[src/rtl/mem_test_ctrl.sv]
// Memory test sequencer: a write pass then a read-and-compare pass over an inclusive
// word window on an Avalon-MM master, with result counters and a finished level.
module mem_test_ctrl #(
    parameter int AMM_ADDR_W   = 26,
    parameter int AMM_DATA_W   = 32,
    parameter int MAX_RD_OUTST = 8
) (
    input  logic                  clk_mem_i,
    input  logic                  rst_n_i,
    input  logic                  test_start_i,
    input  logic [AMM_ADDR_W-1:0] start_addr_i,
    input  logic [AMM_ADDR_W-1:0] end_addr_i,
    input  logic [2:0]            mode_i,
    input  logic [AMM_DATA_W-1:0] set_data_i,
    output logic [AMM_ADDR_W-1:0] amm_address_o,
    output logic                  amm_write_o,
    output logic [AMM_DATA_W-1:0] amm_writedata_o,
    output logic                  amm_read_o,
    input  logic                  amm_waitrequest_i,
    input  logic                  amm_readdatavalid_i,
    input  logic [AMM_DATA_W-1:0] amm_readdata_i,
    output logic                  busy_o,
    output logic                  test_finished_o,
    output logic                  param_err_o,
    output logic [31:0]           err_cnt_o,
    output logic [31:0]           first_err_addr_o,
    output logic [31:0]           wr_cnt_o,
    output logic [31:0]           rd_cnt_o
);

    localparam int OW = $clog2(MAX_RD_OUTST) + 1;

    typedef enum logic [2:0] {
        ST_IDLE  = 3'd0,
        ST_WRITE = 3'd1,
        ST_READ  = 3'd2,
        ST_DRAIN = 3'd3,
        ST_DONE  = 3'd4
    } state_t;

    function automatic logic [AMM_DATA_W-1:0] f_pattern(
        input logic [1:0]            sel,
        input logic [AMM_ADDR_W-1:0] a,
        input logic [AMM_DATA_W-1:0] d
    );
        logic [AMM_DATA_W-1:0] a_ext;
        a_ext = AMM_DATA_W'(a);
        case (sel)
            2'd0:    f_pattern = d;
            2'd1:    f_pattern = a_ext;
            2'd2:    f_pattern = ~a_ext;
            2'd3:    f_pattern = a[0] ? ~d : d;
            default: f_pattern = d;
        endcase
    endfunction

    state_t                r_state;
    logic [AMM_ADDR_W-1:0] r_start;
    logic [AMM_ADDR_W-1:0] r_end;
    logic [1:0]            r_pat;
    logic [AMM_DATA_W-1:0] r_set_data;
    logic [AMM_ADDR_W-1:0] r_addr;
    logic [AMM_ADDR_W-1:0] r_ret_addr;
    logic [OW-1:0]         r_outst;
    logic                  r_write;
    logic                  r_read;
    logic [AMM_DATA_W-1:0] r_wdata;
    logic                  r_busy;
    logic                  r_finished;
    logic                  r_param_err;
    logic [31:0]           r_err_cnt;
    logic [31:0]           r_first_err;
    logic [31:0]           r_wr_cnt;
    logic [31:0]           r_rd_cnt;

    logic                  w_accept;
    logic                  w_wr_acc;
    logic                  w_rd_acc;
    logic                  w_rdv;
    logic                  w_mismatch;
    logic                  w_rd_ok;
    logic [OW-1:0]         w_outst_nxt;
    logic [AMM_ADDR_W-1:0] w_addr_inc;
    logic [AMM_DATA_W-1:0] w_exp;

    assign w_accept   = test_start_i && ((r_state == ST_IDLE) || (r_state == ST_DONE));
    assign w_wr_acc   = r_write && !amm_waitrequest_i;
    assign w_rd_acc   = r_read && !amm_waitrequest_i;
    // Returns are only meaningful while reads of this run can still be in flight
    assign w_rdv      = amm_readdatavalid_i && (r_outst != {OW{1'b0}})
                        && ((r_state == ST_READ) || (r_state == ST_DRAIN));
    assign w_exp      = f_pattern(r_pat, r_ret_addr, r_set_data);
    assign w_mismatch = w_rdv && (amm_readdata_i != w_exp);
    assign w_addr_inc = r_addr + AMM_ADDR_W'(1);
    assign w_rd_ok    = (w_outst_nxt < OW'(MAX_RD_OUTST));

    // Next outstanding-read count from this cycle's accept and return
    always_comb begin
        w_outst_nxt = r_outst;
        case ({w_rd_acc, w_rdv})
            2'b10:   w_outst_nxt = r_outst + OW'(1);
            2'b01:   w_outst_nxt = r_outst - OW'(1);
            default: w_outst_nxt = r_outst;
        endcase
    end

    // Sequencer FSM, bus outputs, compare and result counters
    always_ff @(posedge clk_mem_i or negedge rst_n_i) begin
        if (!rst_n_i) begin
            r_state     <= ST_IDLE;
            r_start     <= '0;
            r_end       <= '0;
            r_pat       <= 2'd0;
            r_set_data  <= '0;
            r_addr      <= '0;
            r_ret_addr  <= '0;
            r_outst     <= '0;
            r_write     <= 1'b0;
            r_read      <= 1'b0;
            r_wdata     <= '0;
            r_busy      <= 1'b0;
            r_finished  <= 1'b0;
            r_param_err <= 1'b0;
            r_err_cnt   <= 32'd0;
            r_first_err <= 32'd0;
            r_wr_cnt    <= 32'd0;
            r_rd_cnt    <= 32'd0;
        end else begin
            r_outst <= w_outst_nxt;
            if (w_rdv) begin
                r_ret_addr <= r_ret_addr + AMM_ADDR_W'(1);
            end
            if (w_mismatch) begin
                if (r_err_cnt != 32'hFFFF_FFFF) begin
                    r_err_cnt <= r_err_cnt + 32'd1;
                end
                if (r_err_cnt == 32'd0) begin
                    r_first_err <= 32'(r_ret_addr);
                end
            end

            case (r_state)
                ST_IDLE, ST_DONE: begin
                    if (w_accept) begin
                        r_start     <= start_addr_i;
                        r_end       <= end_addr_i;
                        r_pat       <= mode_i[1:0];
                        r_set_data  <= set_data_i;
                        r_addr      <= start_addr_i;
                        r_ret_addr  <= start_addr_i;
                        r_err_cnt   <= 32'd0;
                        r_first_err <= 32'd0;
                        r_wr_cnt    <= 32'd0;
                        r_rd_cnt    <= 32'd0;
                        if (start_addr_i > end_addr_i) begin
                            r_state     <= ST_DONE;
                            r_param_err <= 1'b1;
                            r_finished  <= 1'b1;
                            r_busy      <= 1'b0;
                        end else begin
                            r_state     <= mode_i[2] ? ST_READ : ST_WRITE;
                            r_param_err <= 1'b0;
                            r_finished  <= 1'b0;
                            r_busy      <= 1'b1;
                        end
                    end
                end
                ST_WRITE: begin
                    if (!r_write) begin
                        r_write <= 1'b1;
                        r_wdata <= f_pattern(r_pat, r_addr, r_set_data);
                    end else if (w_wr_acc) begin
                        r_wr_cnt <= r_wr_cnt + 32'd1;
                        // End compare precedes increment so a top-of-space window cannot wrap
                        if (r_addr == r_end) begin
                            r_write <= 1'b0;
                            r_addr  <= r_start;
                            r_state <= ST_READ;
                        end else begin
                            r_addr  <= w_addr_inc;
                            r_wdata <= f_pattern(r_pat, w_addr_inc, r_set_data);
                        end
                    end
                end
                ST_READ: begin
                    if (!r_read) begin
                        r_read <= w_rd_ok;
                    end else if (w_rd_acc) begin
                        r_rd_cnt <= r_rd_cnt + 32'd1;
                        if (r_addr == r_end) begin
                            r_read  <= 1'b0;
                            r_state <= ST_DRAIN;
                        end else begin
                            r_addr <= w_addr_inc;
                            r_read <= w_rd_ok;
                        end
                    end
                end
                ST_DRAIN: begin
                    if (r_outst == {OW{1'b0}}) begin
                        r_state    <= ST_DONE;
                        r_busy     <= 1'b0;
                        r_finished <= 1'b1;
                    end
                end
                default: begin
                    r_state <= ST_IDLE;
                    r_write <= 1'b0;
                    r_read  <= 1'b0;
                    r_busy  <= 1'b0;
                end
            endcase
        end
    end

    assign amm_address_o    = r_addr;
    assign amm_write_o      = r_write;
    assign amm_writedata_o  = r_wdata;
    assign amm_read_o       = r_read;
    assign busy_o           = r_busy;
    assign test_finished_o  = r_finished;
    assign param_err_o      = r_param_err;
    assign err_cnt_o        = r_err_cnt;
    assign first_err_addr_o = r_first_err;
    assign wr_cnt_o         = r_wr_cnt;
    assign rd_cnt_o         = r_rd_cnt;

endmodule

[config.mk]
export PLATFORM = sky130hd
export DESIGN_NAME = mem_test_ctrl
export DESIGN_NICKNAME = d
export VERILOG_FILES = /design/src/rtl/mem_test_ctrl.sv
export SDC_FILE = /design/constraint.sdc
export NUM_CORES = 1
export LEC_CHECK = 0
export ABC_AREA = 1
export BUFFER_PORTS_ARGS = -buffer_cell sky130_fd_sc_hd__buf_2
export CORE_MARGIN = 4
export CORE_UTILIZATION = 40
export DETAILED_ROUTE_END_ITERATION = 10
export GPL_ROUTABILITY_DRIVEN = 0
export HOLD_SLACK_MARGIN = 0.15
export PLACE_DENSITY_LB_ADDON = 0.08
export SETUP_SLACK_MARGIN = 0.3
export SYNTH_ARGS = -nofsm -noshare
export SYNTH_HDL_FRONTEND = slang
export SYNTH_SLANG_ARGS = --single-unit
[constraint.sdc]
create_clock -name clk_mem_i -period 2.91 [get_ports clk_mem_i]
set_input_delay 0 -clock clk_mem_i [delete_from_list [all_inputs] [get_ports clk_mem_i]]
set_output_delay 0 -clock clk_mem_i [all_outputs]
set_load 0.01 [all_outputs]
[Yosys cells after proc, flatten, opt, wreduce, memory -nomap -nowiden]
Index checks and enable logic that the tools add are counted.
Word-level totals
  register bits: 310
  latch bits: 0
  memory bits (writable): 0
  memory bits (read-only): 0
  input port bits: 124
  output and inout bits: 191
  word-level logic and storage cells: 148
  memories kept: 0
Operators by class
  add/sub/neg operators: 7
  multipliers: 0
  div/mod/pow operators: 0
  order comparisons: 2
  equal/unequal tests: 23
  shift-type cells: 0
  mux-type cells: 63
  bitwise logic cells: 5
  reductions and logical operators: 30
Operators with widths (number)
  two-way mux 32 bit: 19
  case mux 32 bit (4 select lines): 3
  two-way mux 26 bit: 10
  case mux 32 bit (2 select lines): 2
  adder 32 x 1 -> 32 bit (second input constant): 3
  NOT 26 -> 32 bit: 3
  case mux 26 bit (3 select lines): 1
  adder 26 x 1 -> 26 bit (second input constant): 2
  zero test 32 bit: 1
  != test 32 bit: 1
  != test 32 bit (second input constant): 1
  NOT 32 bit: 1
  two-way mux 3 bit: 9
  equality test 26 bit: 1
  greater-than comparator 26 bit: 1
  != test 2 bit (second input constant): 8
  two-way mux 1 bit: 12
  case mux 3 bit (4 select lines): 1
  AND reduction 3 bit: 3
  case mux 4 bit (2 select lines): 1
  AND reduction 4 bit: 2
  AND reduction 8 bit: 1
  OR reduction 4 bit: 2
  AND reduction 7 bit: 1
  other kinds (24): 41

[Longest topological paths before layout]
Gate-level depths: netlist (run 1).
  word-level depth: 10
  mapped depth: 20
  depth with buffers taken out: 17

[Least setup slack after synthesis (run 1)]
OpenSTA, ideal clock, no wires.
  kind: register to register
  start point: register r_state[2]
  end point: register r_read, in the netlist amm_read_o
  setup time: 0.127 ns
  arrival: 2.432 ns
  data required time: 2.783 ns
  setup slack: 0.350 ns
  cell stages (with the launch flop): 16
  buffers on the path: 1
  clock period less this slack: 2.560 ns
  cell sequence: dfrtp_1 inv_2 nand2_1 nor2_2 nand2_4 inv_2 clkbuf_1 ha_1 ha_1 nand3_1 nand3_1 a21oi_1 o21ai_0 xor2_1 a21oi_1 o21ai_0
Between the ends
  word-level cells in the longest chain between the ends: 10
  elaborated cells on any way between the ends: 16
  those cells by class: order compare: 1; eq/ne: 6; mux: 5; reduce/logical: 4
Ends and longest elaborated chain
  start, declared: RTL line 57  | state_t r_state;
  start signal, assigned: RTL line 161  | r_state <= mode_i[2] ? ST_READ : ST_WRITE;
  equality test 3 x 2 -> 1 bit: RTL line 91, 142
  logical OR 1 bit: RTL line 91  | && ((r_state == ST_READ) || (r_state == ST_DRAIN));
  logical AND 1 bit: RTL line 91
  equality test 2 x 1 -> 1 bit / equality test 2 bit (equally long branches): RTL line 100  | case ({w_rd_acc, w_rdv})
  case mux 4 bit (2 select lines): RTL line 100
  less-than comparator 4 bit: RTL line 95  | assign w_rd_ok = (w_outst_nxt < OW'(MAX_RD_OUTST));
  two-way mux 1 bit: RTL line 190  | if (r_addr == r_end) begin
  two-way mux 1 bit: RTL line 188  | end else if (w_rd_acc) begin
  two-way mux 1 bit: RTL line 186  | if (!r_read) begin
  case mux 1 bit (2 select lines): RTL line 142  | case (r_state)
  end signal, assigned: RTL line 187  | r_read <= w_rd_ok;
  end signal, assigned: RTL line 195  | r_read <= w_rd_ok;
  end, declared: RTL line 66  | logic r_read;
Several ways; a longest one is shown, not always the timed one.
A chain may end at the register's enable or synchronous reset.

[Worst setup path in the final report (run 1)]
  start point: register r_addr[12], in the netlist amm_address_o[12]
  end point: register r_addr[16], in the netlist amm_address_o[16]
Between the ends
  word-level cells in the longest chain between the ends: 5
  elaborated cells on any way between the ends: 11
  those cells by class: add/sub: 1; eq/ne: 2; mux: 7; reduce/logical: 1
Ends and longest elaborated chain
  start, declared: RTL line 62  | logic [AMM_ADDR_W-1:0] r_addr;
  start signal, assigned: RTL line 149  | r_addr <= start_addr_i;
  start signal, assigned: RTL line 177  | r_addr <= r_start;
  start signal, assigned: RTL line 180  | r_addr <= w_addr_inc;
  adder 26 x 1 -> 26 bit / equality test 26 bit (equally long branches): RTL line 94, 175, 190
  two-way mux 26 bit (on tied branches): RTL line 190, 175
  two-way mux 26 bit (on tied branches): RTL line 188, 172
  two-way mux 26 bit (on tied branches): RTL line 186, 169
  case mux 26 bit (3 select lines): RTL line 142
Several ways; a longest one is shown, not always the timed one. The select of a mux whose other input is x is not followed.

==> flow_metrics.env, run 1 <==
export IMPL_critPathMaxStageDelay_ps=490
export IMPL_vdd_drop_max_mv=0.644
export IMPL_dpl_hpwl_mm=58.5
export IMPL_ys_ff_latch=310
export IMPL_fin_skew_ps=12.7
export IMPL_ys_seq_area_share_pct=37.3
export IMPL_holdWs_ps=187
export IMPL_layout_min_cycle_time_ps=2510
export IMPL_ant_nets=0
export IMPL_min_delay_start="set_data_i[14]"
export IMPL_insertion_delay_ps=560
export IMPL_path_delay_family="simple AND/OR/NAND/NOR gates"
export IMPL_areaGrowthSynthToFinish_pct=24.8
export IMPL_cts_max_level=2
export IMPL_clk_pin_slew_ps=60
export IMPL_synth_edf_count=0
export IMPL_clockRootBuffer="clkbuf_16"
export IMPL_async_flop_share_pct=100
export IMPL_routedWlPerCell_um=18.6
export IMPL_die_x_um=236
export IMPL_rsz0062_at_grt="false"
export IMPL_synthesis_area_um2=20800
export IMPL_yosys_cell_types_count=49
export IMPL_setup_worst_path_start_class="flip-flop"
export IMPL_critPathBufInv=2
export IMPL_setup_viol=0
export IMPL_start_util_pct=40.5
export IMPL_synth_area_per_cell_um2=6.65
export IMPL_status="finished, final reports clean"
export IMPL_max_slew_margin_pct=51.2
export IMPL_crit_arrival_ps=2930
export IMPL_p_int_mw=13.3
export IMPL_hold_depth=4
export IMPL_fin_crit_sh_pct=86.3
export IMPL_cts_tree="yes"
export IMPL_combPwrFrac_pct=53.2
export IMPL_multi_input_area_um2=11200
export IMPL_grt_antenna_before_repair=3
export IMPL_cts_sinks=310
export IMPL_hold_viol_final=0
export IMPL_leakagePower_nw=13.0
export IMPL_die_area_um2=55800
export IMPL_r2r_start="amm_address_o[12]$_DFFE_PN0P_"
export IMPL_p_sw_mw=13.0
export IMPL_worstReg2RegEnd="amm_address_o[16]$_DFFE_PN0P_"
export IMPL_vias=22500
export IMPL_drive_gt1_share_pct=15.9
export IMPL_fmax_ghz=0.398
export IMPL_path_cells="inv_1, or2_2, nand3_1, a211oi_1, nand2_1, nor2_4, nand2_2, buf_4, nand2_2, nand2_4, nand2_1, a21oi_1"
export IMPL_p_per_area_nw_per_um2=1010
export IMPL_pwr_share_seq_pct=28.7
export IMPL_worst_slew_pin_slew_ps=732
export IMPL_p_clk_share_pct=18.2
export IMPL_port_buffers=314
export IMPL_worst_setup_path_type="reg -> reg"
export IMPL_rr_worst_depth=12
export IMPL_core_area_um2=51400
export IMPL_fill_cells=5265
export IMPL_ios=315
export IMPL_final_common_cell="nand2_1"
export IMPL_first_pass_iters=5
export IMPL_required_ps=3330
export IMPL_die_h_um=236
export IMPL_grt_max_degree=98
export IMPL_register_area_um2=7770
export IMPL_viasPerCell=5.32
export IMPL_drt_first_iter_violations=1844
export IMPL_grtUsageTotal_pct=27.2
export IMPL_final_cell_mix="nand2_1, nor2_1, inv_1, buf_2, dfrtp_1"
export IMPL_grt_pass1_wl_mm=122
export IMPL_nets=3698
export IMPL_netlist_instances=3131
export IMPL_yosys_warnings=0
export IMPL_gr_total_overflow=0
export IMPL_slew_viol_final=0
export IMPL_grt_pass1_vias=21500
export IMPL_critPathSlowestCell="dfrtp_2"
export IMPL_cap_violations=0
export IMPL_clockBufferDepth=3
export IMPL_worstSetupEndpointType="flip-flop"
export IMPL_drc=0
export IMPL_crit_fanout=19
export IMPL_rows=83
export IMPL_wirelength_mm=78.7
export IMPL_final_setup_tns_ps=0
export IMPL_swShare_pct=49.3
export IMPL_min_path_type="in -> reg"
export IMPL_synthFlopType="dfrtp_1"
export IMPL_cts_buffers=40
export IMPL_syn_nets=3291
export IMPL_r2r_setup_slack_ps=400
export IMPL_hold_end="r_set_data[14]$_DFFE_PN0P_"
[how the worst max path moves through the flow]
stage / startpoint / endpoint / slack, ps / cells past startpoint
after floorplan: r_state[2]$_DFFE_PN0P_ / amm_read_o$_DFFE_PN0N_ / 350 / 15
after global placement: amm_address_o[6]$_DFFE_PN0P_ / amm_address_o[17]$_DFFE_PN0P_ / 190 / 10
after detailed placement: amm_address_o[6]$_DFFE_PN0P_ / amm_address_o[16]$_DFFE_PN0P_ / 170 / 9
after CTS: r_pat[1]$_DFFE_PN0P_ / err_cnt_o[0]$_DFF_PN0_ / 340 / 18
after global routing: r_pat[0]$_DFFE_PN0P_ / err_cnt_o[17]$_DFF_PN0_ / 300 / 19
final: amm_address_o[12]$_DFFE_PN0P_ / amm_address_o[16]$_DFFE_PN0P_ / 400 / 12
[worst min-delay path, stage by stage]
cell           delay, ps
dlygate4sd3_1        520
buf_2                100
nand2_1               40
o21ai_0               60
[state kept, by name, indices dropped and copies added, names as in the netlist, 32 cells and up]
register          flops
wr_cnt_o             32
r_set_data           32
err_cnt_o            32
rd_cnt_o             32
amm_writedata_o      32
first_err_addr_o     32
[per-layer routing]
layer  wire length (um)  part of all wire, %  GRT usage (%)  vias up
met5                  0                    0              0        -
met4               3100                  3.9           10.6        0
met3               6210                  7.9           4.95      156
met2              36100                   46           43.4      896
met1              33300                   42           36.9    10600
li1                   -                    -              -    10900
[cell usage after synthesis (10+ instances only)]
library cell	instances	share of area [%]
xor2_1	52	2.2
a21oi_1	202	4.9
buf_2	46	1.1
nand4_1	54	1.6
inv_1	359	6.5
buf_1	10	0.18
nor2_1	374	6.7
xnor2_1	11	0.46
dfrtp_1	310	37
clkbuf_1	75	1.4
nand2_2	10	0.30
nand3b_1	19	0.68
nor4_1	24	0.72
nor3_1	59	1.4
nand3_1	231	5.6
a211oi_1	10	0.36
ha_1	36	2.2
a32oi_1	12	0.50
inv_2	10	0.18
nand2_1	880	16
o21ai_0	222	5.3
o211ai_1	22	0.79
nor2_2	10	0.30
buf_4	12	0.43
[power by group through the flow]
stage | clock [mW] | sequential (mW) | combinational [mW]
final | 4.77 | 7.55 | 14.0
after global routing | 5.06 | 7.69 | 15.6
after CTS | 4.90 | 7.47 | 13.5
after detailed placement | 0 | 7.53 | 13.3
after global placement | 0 | 7.50 | 13.2
after floorplan | 0 | 6.93 | 8.96
[through the flow]
stage	cells	utilization, %	total power [mW]	area (um2)	worst slack [ps]
6_report	4241	50.6	26.3	26000	400
4_1_cts	4219	49.8	25.9	25600	337
2_1_floorplan	3131	-	15.9	20800	350
3_3_place_gp	4062	45.5	20.7	23400	194
3_5_place_dp	4062	45.5	20.9	23400	167
5_1_grt	4241	50.6	28.4	26000	300
[repair_timing]
action                                  4_1_cts  5_1_grt
endpoints found under the setup margin       19      115
gates resized for setup                       6       58
hold endpoints to repair                    457        0
pin swaps                                     2       10
buffers inserted                              3       16
hold buffers                                 92        0
cloned                                        0        3
[kinds of logic (layout without fill, tap and decap cells)]
kind of cell	Yosys count	count (layout)	synth area share, %
XOR/XNOR	63	63	2.65
AND/OR/NAND/NOR	1693	1693	34.7
adder cells (fa/ha/maj)	36	36	2.16
AO/OA/AOI/OAI	511	511	13.4
buffers and inverters	518	945	9.91
flip-flops	310	310	37.3
other	0	3	0
[area by class of cell]
cell class	instances	area share, %
Multi-Input combinational cell	2303	43.0
Sequential cell	310	29.9
Timing Repair Buffer	510	13.7
Inverter	373	5.50
Clock buffer	54	4.40
Tap cell	680	3.27
Clock inverter	8	0.279
Antenna cell	3	0.0289
No activity file was read; power rests on OpenSTA's default activity.
==> run 2: changes to the inputs <==
--- a/config.mk
+++ b/config.mk
@@ -8,11 +8,11 @@
 export ABC_AREA = 1
 export BUFFER_PORTS_ARGS = -buffer_cell sky130_fd_sc_hd__buf_2
 export CORE_MARGIN = 4
-export CORE_UTILIZATION = 40
+export CORE_UTILIZATION = 30
 export DETAILED_ROUTE_END_ITERATION = 10
 export GPL_ROUTABILITY_DRIVEN = 0
 export HOLD_SLACK_MARGIN = 0.15
-export PLACE_DENSITY_LB_ADDON = 0.08
+export PLACE_DENSITY_LB_ADDON = 0.12
 export SETUP_SLACK_MARGIN = 0.3
 export SYNTH_ARGS = -nofsm -noshare
 export SYNTH_HDL_FRONTEND = slang
==> run 2 against run 1 <==
- first-iteration DRC count decreased by 12%
- cell area grew 2.0%
- flip-flop and latch count stayed put
- final cell count up 6.7%
- largest power group unchanged
==> flow_metrics.env, run 2 (same netlist as run 1, synthesis figures left out) <==
export IMPL_p_sw_mw=13.4
export IMPL_cts_tree="yes"
export IMPL_critPathMostFrequentCell="nand2_1"
export IMPL_drt_first_iter_violations=1619
export IMPL_ios=315
export IMPL_crit_arrival_ps=3030
export IMPL_wirelength_mm=86.7
export IMPL_fmax_ghz=0.398
export IMPL_worst_setup_path_type="reg -> reg"
export IMPL_vdd_drop_max_mv=0.477
export IMPL_die_area_um2=73700
export IMPL_min_path_type="in -> reg"
export IMPL_timing_final_ws_setup_ps=398
export IMPL_insertion_delay_ps=600
export IMPL_final_cell_mix="nand2_1, nor2_1, inv_1, buf_2, dfrtp_1"
export IMPL_swShare_pct=49.8
export IMPL_slew_viol_final=0
export IMPL_pwr_share_seq_pct=27.8
export IMPL_critPathMaxStageDelay_ps=430
export IMPL_critPathBufInv=3
export IMPL_crit_cells=17
export IMPL_clk_pin_slew_ps=60
export IMPL_ant_nets=0
export IMPL_grt_antenna_before_repair=4
export IMPL_clockRootBuffer="clkbuf_16"
export IMPL_rows=96
export IMPL_grt_max_degree=87
export IMPL_layout_min_cycle_time_ps=2510
export IMPL_placed_area_um2=23900
export IMPL_final_common_cell="nand2_1"
export IMPL_clockBufferDepth=3
export IMPL_fin_skew_ps=28.9
export IMPL_register_area_um2=7760
export IMPL_crit_fanout=22
export IMPL_cts_buffers=42
export IMPL_vias=22100
export IMPL_die_h_um=271
export IMPL_cts_sinks=310
export IMPL_path_cells="buf_4, buf_12, nor2_1, a21oi_1, nand2_1, nand2_1, nand2_1, nand2_1, nand2_1, nor2_1, nand2_1, nor2_4, nand2_8, buf_16, nand2_1, nand2_1, a21oi_1"
export IMPL_hold_viol_final=0
export IMPL_design_area_um2=26500
export IMPL_worstSetupEndpointType="flip-flop"
export IMPL_setup_viol=0
export IMPL_pre_cts_ws_ps=184
export IMPL_first_pass_iters=6
export IMPL_nets=3723
export IMPL_p_int_mw=13.5
export IMPL_critPathSlowestCell="dfrtp_2"
export IMPL_drive_gt1_share_pct=16.2
export IMPL_fin_crit_sh_pct=86.3
export IMPL_final_setup_tns_ps=0
export IMPL_cap_violations=0
export IMPL_start_util_pct=30.3
export IMPL_viasPerCell=4.89
export IMPL_leakagePower_nw=13.1
export IMPL_rr_worst_depth=17
export IMPL_grt_pass1_vias=21100
export IMPL_p_clk_share_pct=18.9
export IMPL_die_x_um=271
export IMPL_finalPower_mw=26.9
export IMPL_path_delay_family="simple AND/OR/NAND/NOR gates"
export IMPL_required_ps=3430
export IMPL_areaGrowthSynthToFinish_pct=27.3
export IMPL_hold_depth=4
export IMPL_drc=0
export IMPL_cts_max_level=2
export IMPL_setup_worst_path_start_class="flip-flop"
export IMPL_dpl_hpwl_mm=64.0
export IMPL_multi_input_area_um2=11100
export IMPL_gr_total_overflow=0
export IMPL_status="finished, final reports clean"
export IMPL_combPwrFrac_pct=53.3
export IMPL_routedWlPerCell_um=19.2
export IMPL_p_per_area_nw_per_um2=1020
export IMPL_grt_pass1_wl_mm=130
export IMPL_worst_slew_pin_slew_ps=691
export IMPL_max_slew_margin_pct=53.9
export IMPL_core_area_um2=68700
export IMPL_rsz0062_at_grt="true"
export IMPL_port_buffers=314
export IMPL_grtUsageTotal_pct=22.5
export IMPL_fill_cells=7549
[run 2: power by group through the flow]
stage	Clock [mW]	Sequential, mW	Combinational [mW]
after floorplan	0	6.93	8.96
after global placement	0	7.54	13.8
after detailed placement	0	7.54	13.8
after CTS	5.25	7.46	14.0
after global routing	5.41	7.69	16.1
final	5.09	7.50	14.4
[run 2: metrics by stage]
step	utilization (%)	std cells	hold WS [ps]
final	38.6	4526	174
after global routing	38.6	4526	179
after CTS	38.0	4506	153
after detailed placement	34.7	4336	57.8
after global placement	34.7	4336	53.0
after floorplan	-	3131	-296
[run 2: cell type report]
cell class | instances | area share [%]
flip-flops and latches | 310 | 29.3
clock buffers | 61 | 4.50
diodes | 3 | 0.0283
inverters | 373 | 5.41
well taps | 931 | 4.39
repair buffers | 533 | 14.0
clock inverters | 12 | 0.415
multi-input cells | 2303 | 42.0
[run 2: worst paths after layout]
path	start	endpoint	slack [ps]
min in group asynchronous	rst_n_i	rd_cnt_o[14]$_DFFE_PN0P_	550
max in group asynchronous	rst_n_i	r_pat[0]$_DFFE_PN0P_	1540
max	r_pat[1]$_DFFE_PN0P_	err_cnt_o[2]$_DFF_PN0_	400
min reg2reg	rd_cnt_o[31]$_DFFE_PN0P_	rd_cnt_o[31]$_DFFE_PN0P_	470
max reg2reg	r_pat[1]$_DFFE_PN0P_	err_cnt_o[2]$_DFF_PN0_	400
min	set_data_i[16]	r_set_data[16]$_DFFE_PN0P_	170
[run 2: what timing repair did]
item	in CTS	in global routing
endpoints found under the hold margin	462	0
cloned	0	6
setup buffers	3	11
setup endpoints to repair	20	128
gates resized for setup	3	52
pin swaps	1	7
hold buffers	94	0
[run 2: per-layer routing]
| metal | up-vias | part of all wire, % | GRT usage, % |
|---|---|---|---|
| met1 | 10400 | 46 | 31.0 |
| li1 | 11000 | - | - |
| met5 | - | 0 | 0 |
| met3 | 109 | 5.4 | 3.48 |
| met4 | 0 | 2.7 | 5.99 |
| met2 | 604 | 46 | 36.9 |
[run 2: worst min-delay path, cell delays in order]
cell and delay, ps:
dlygate4sd3_1 520, buf_2 100, nand2_1 40, o21ai_0 60
==> run 3: changes to the inputs <==
--- a/config.mk
+++ b/config.mk
@@ -9,6 +9,7 @@
 export BUFFER_PORTS_ARGS = -buffer_cell sky130_fd_sc_hd__buf_2
 export CORE_MARGIN = 4
 export CORE_UTILIZATION = 30
+export CTS_BUF_LIST = sky130_fd_sc_hd__clkbuf_4 sky130_fd_sc_hd__clkbuf_8
 export DETAILED_ROUTE_END_ITERATION = 10
 export GPL_ROUTABILITY_DRIVEN = 0
 export HOLD_SLACK_MARGIN = 0.15
==> run 3 against run 2 <==
- sequential share of layout area down 0.64 points
- count of clock-buffer cells in the layout up 43
- combinational power about the same
- die area unchanged
- cell area up 2.3%
- core utilization up 0.89 points
- flip-flop and latch count unchanged
- sequential power up 0.5%
- clock power about the same
- via count up 1.5%
- power up 0.90%
- final cell count up 1.8%
- largest power group unchanged
==> flow_metrics.env, run 3 (same netlist as run 1, synthesis figures left out) <==
export IMPL_dpl_hpwl_mm=64.0
export IMPL_grt_pass1_wl_mm=131
export IMPL_grtUsageTotal_pct=22.8
export IMPL_status="finished, final reports clean"
export IMPL_die_h_um=271
export IMPL_vdd_drop_max_mv=0.464
export IMPL_areaGrowthSynthToFinish_pct=30.3
export IMPL_combPwrFrac_pct=53.7
export IMPL_rows=96
export IMPL_required_ps=3430
export IMPL_vias=22400
export IMPL_final_cell_mix="nand2_1, nor2_1, inv_1, buf_2, dfrtp_1"
export IMPL_gr_total_overflow=0
export IMPL_cts_max_level=3
export IMPL_p_per_area_nw_per_um2=1000
export IMPL_viasPerCell=4.87
export IMPL_drive_gt1_share_pct=18.1
export IMPL_r2r_start="r_pat[1]$_DFFE_PN0P_"
export IMPL_timing_final_ws_setup_ps=360
export IMPL_first_pass_iters=7
export IMPL_drc=0
export IMPL_fin_skew_ps=38.4
export IMPL_ant_nets=0
export IMPL_grt_max_degree=87
export IMPL_routedWlPerCell_um=19.1
export IMPL_final_common_cell="nand2_1"
export IMPL_drt_first_iter_violations=1761
export IMPL_port_buffers=314
export IMPL_grt_pass1_vias=21700
export IMPL_hold_viol_final=0
export IMPL_cts_sinks=310
export IMPL_core_area_um2=68700
export IMPL_die_area_um2=73700
export IMPL_clk_pin_slew_ps=60
export IMPL_cts_buffers=67
export IMPL_fin_crit_sh_pct=87.6
export IMPL_p_int_mw=13.6
export IMPL_setup_worst_path_start_class="flip-flop"
export IMPL_clockBufferDepth=3
export IMPL_finalPower_mw=27.2
export IMPL_r2r_setup_slack_ps=360
export IMPL_min_path_type="in -> reg"
export IMPL_crit_path_end="first_err_addr_o[7]$_DFF_PN0_"
export IMPL_p_clk_share_pct=18.6
export IMPL_max_slew_margin_pct=54.3
export IMPL_wirelength_mm=88.0
export IMPL_pre_cts_ws_ps=184
export IMPL_critPathSlowestCell="dfrtp_2"
export IMPL_worst_slew_pin_slew_ps=686
export IMPL_worstSetupEndpointType="flip-flop"
export IMPL_nets=3789
export IMPL_fmax_ghz=0.392
export IMPL_start_util_pct=30.3
export IMPL_rsz0062_at_grt="true"
export IMPL_critPathMaxStageDelay_ps=440
export IMPL_pwr_share_seq_pct=27.7
export IMPL_swShare_pct=49.9
export IMPL_rr_worst_depth=17
export IMPL_layout_min_cycle_time_ps=2550
export IMPL_crit_arrival_ps=3070
export IMPL_clockRootBuffer="clkbuf_8"
export IMPL_ios=315
export IMPL_startpoint="r_pat[1]$_DFFE_PN0P_"
export IMPL_p_sw_mw=13.6
export IMPL_setup_viol=0
export IMPL_grt_antenna_before_repair=4
export IMPL_die_x_um=271
export IMPL_slew_viol_final=0
export IMPL_leakagePower_nw=13.4
export IMPL_worstReg2RegEnd="first_err_addr_o[7]$_DFF_PN0_"
export IMPL_worst_setup_path_type="reg -> reg"
export IMPL_insertion_delay_ps=660
export IMPL_cap_violations=0
export IMPL_hold_depth=4
export IMPL_cts_tree="yes"
export IMPL_crit_fanout=11
export IMPL_path_cells="buf_4, nor2_4, buf_6, buf_12, nand2_2, nand3_1, nand2_1, nand2_1, nand2_1, nor2_1, nand3_2, nor2_4, buf_6, nand2_4, buf_6, a21oi_1, nor2_1"
export IMPL_final_setup_tns_ps=0
==> run 3: how the worst min path moves through the flow <==
stage / start / endpoint / slack, ps
6_report: end_addr_i[17] / r_end[17]$_DFFE_PN0P_ / 200
2_1_floorplan: rst_n_i / amm_address_o[0]$_DFFE_PN0P_ / -300
3_3_place_gp: rst_n_i / rd_cnt_o[16]$_DFFE_PN0P_ / 50
4_1_cts: end_addr_i[20] / r_end[20]$_DFFE_PN0P_ / 150
3_5_place_dp: rst_n_i / rd_cnt_o[14]$_DFFE_PN0P_ / 60
5_1_grt: set_data_i[7] / r_set_data[7]$_DFFE_PN0P_ / 200
==> run 3: stage by stage <==
step / util [%] / std cells / hold WS [ps] / instance area [um2]
6_report: 39.5 / 4608 / 198 / 27100
3_3_place_gp: 34.7 / 4336 / 53.0 / 23900
2_1_floorplan: - / 3131 / -296 / 20800
5_1_grt: 39.5 / 4608 / 202 / 27100
4_1_cts: 38.6 / 4576 / 151 / 26500
3_5_place_dp: 34.7 / 4336 / 57.8 / 23900
==> run 3: final cells by class <==
cell class,instances,area [um2]
Antenna cell,4,10.0
Clock buffer,104,1320
Clock inverter,9,61.3
Fill cell,7523,41600
Inverter,373,1440
Multi-Input combinational cell,2304,11200
Sequential cell,310,7770
Tap cell,931,1160
Timing Repair Buffer,571,4150
Timing Repair inverter,2,15.0
==> run 3: worst max-delay path, delay by kind of cell (launching register included) <==
| kind | cells | cell delay [ps] |
|---|---|---|
| DFF | 1 | 440 |
| buffers and inverters | 5 | 770 |
| and+or+nand+nor | 11 | 1090 |
| AOI/OAI and AO/OA | 1 | 130 |
==> run 3: timing repair <==
action,4_1_cts,5_1_grt
setup buffers,3,15
setup endpoints to repair,48,125
gates cloned,0,13
resized for setup,5,78
pin swaps,1,12
endpoints found under the hold margin,485,0
hold buffers,124,0
==> run 3: power groups by stage <==
| stage | Combinational, mW | Sequential (mW) | Clock (mW) |
|---|---|---|---|
| final | 14.6 | 7.54 | 5.06 |
| after global routing | 16.3 | 7.72 | 5.43 |
| after CTS | 14.1 | 7.47 | 5.23 |
| after detailed placement | 13.8 | 7.54 | 0 |
| after global placement | 13.8 | 7.54 | 0 |
| after floorplan | 8.96 | 6.93 | 0 |
==> run 3: layer usage <==
metal	global-route usage, %	vias up	wire length, um
met4	7.42	0	2530
met3	3.66	123	4790
met2	37.2	599	41000
li1	-	11200	-
met1	30.8	10600	39700
met5	0	-	0
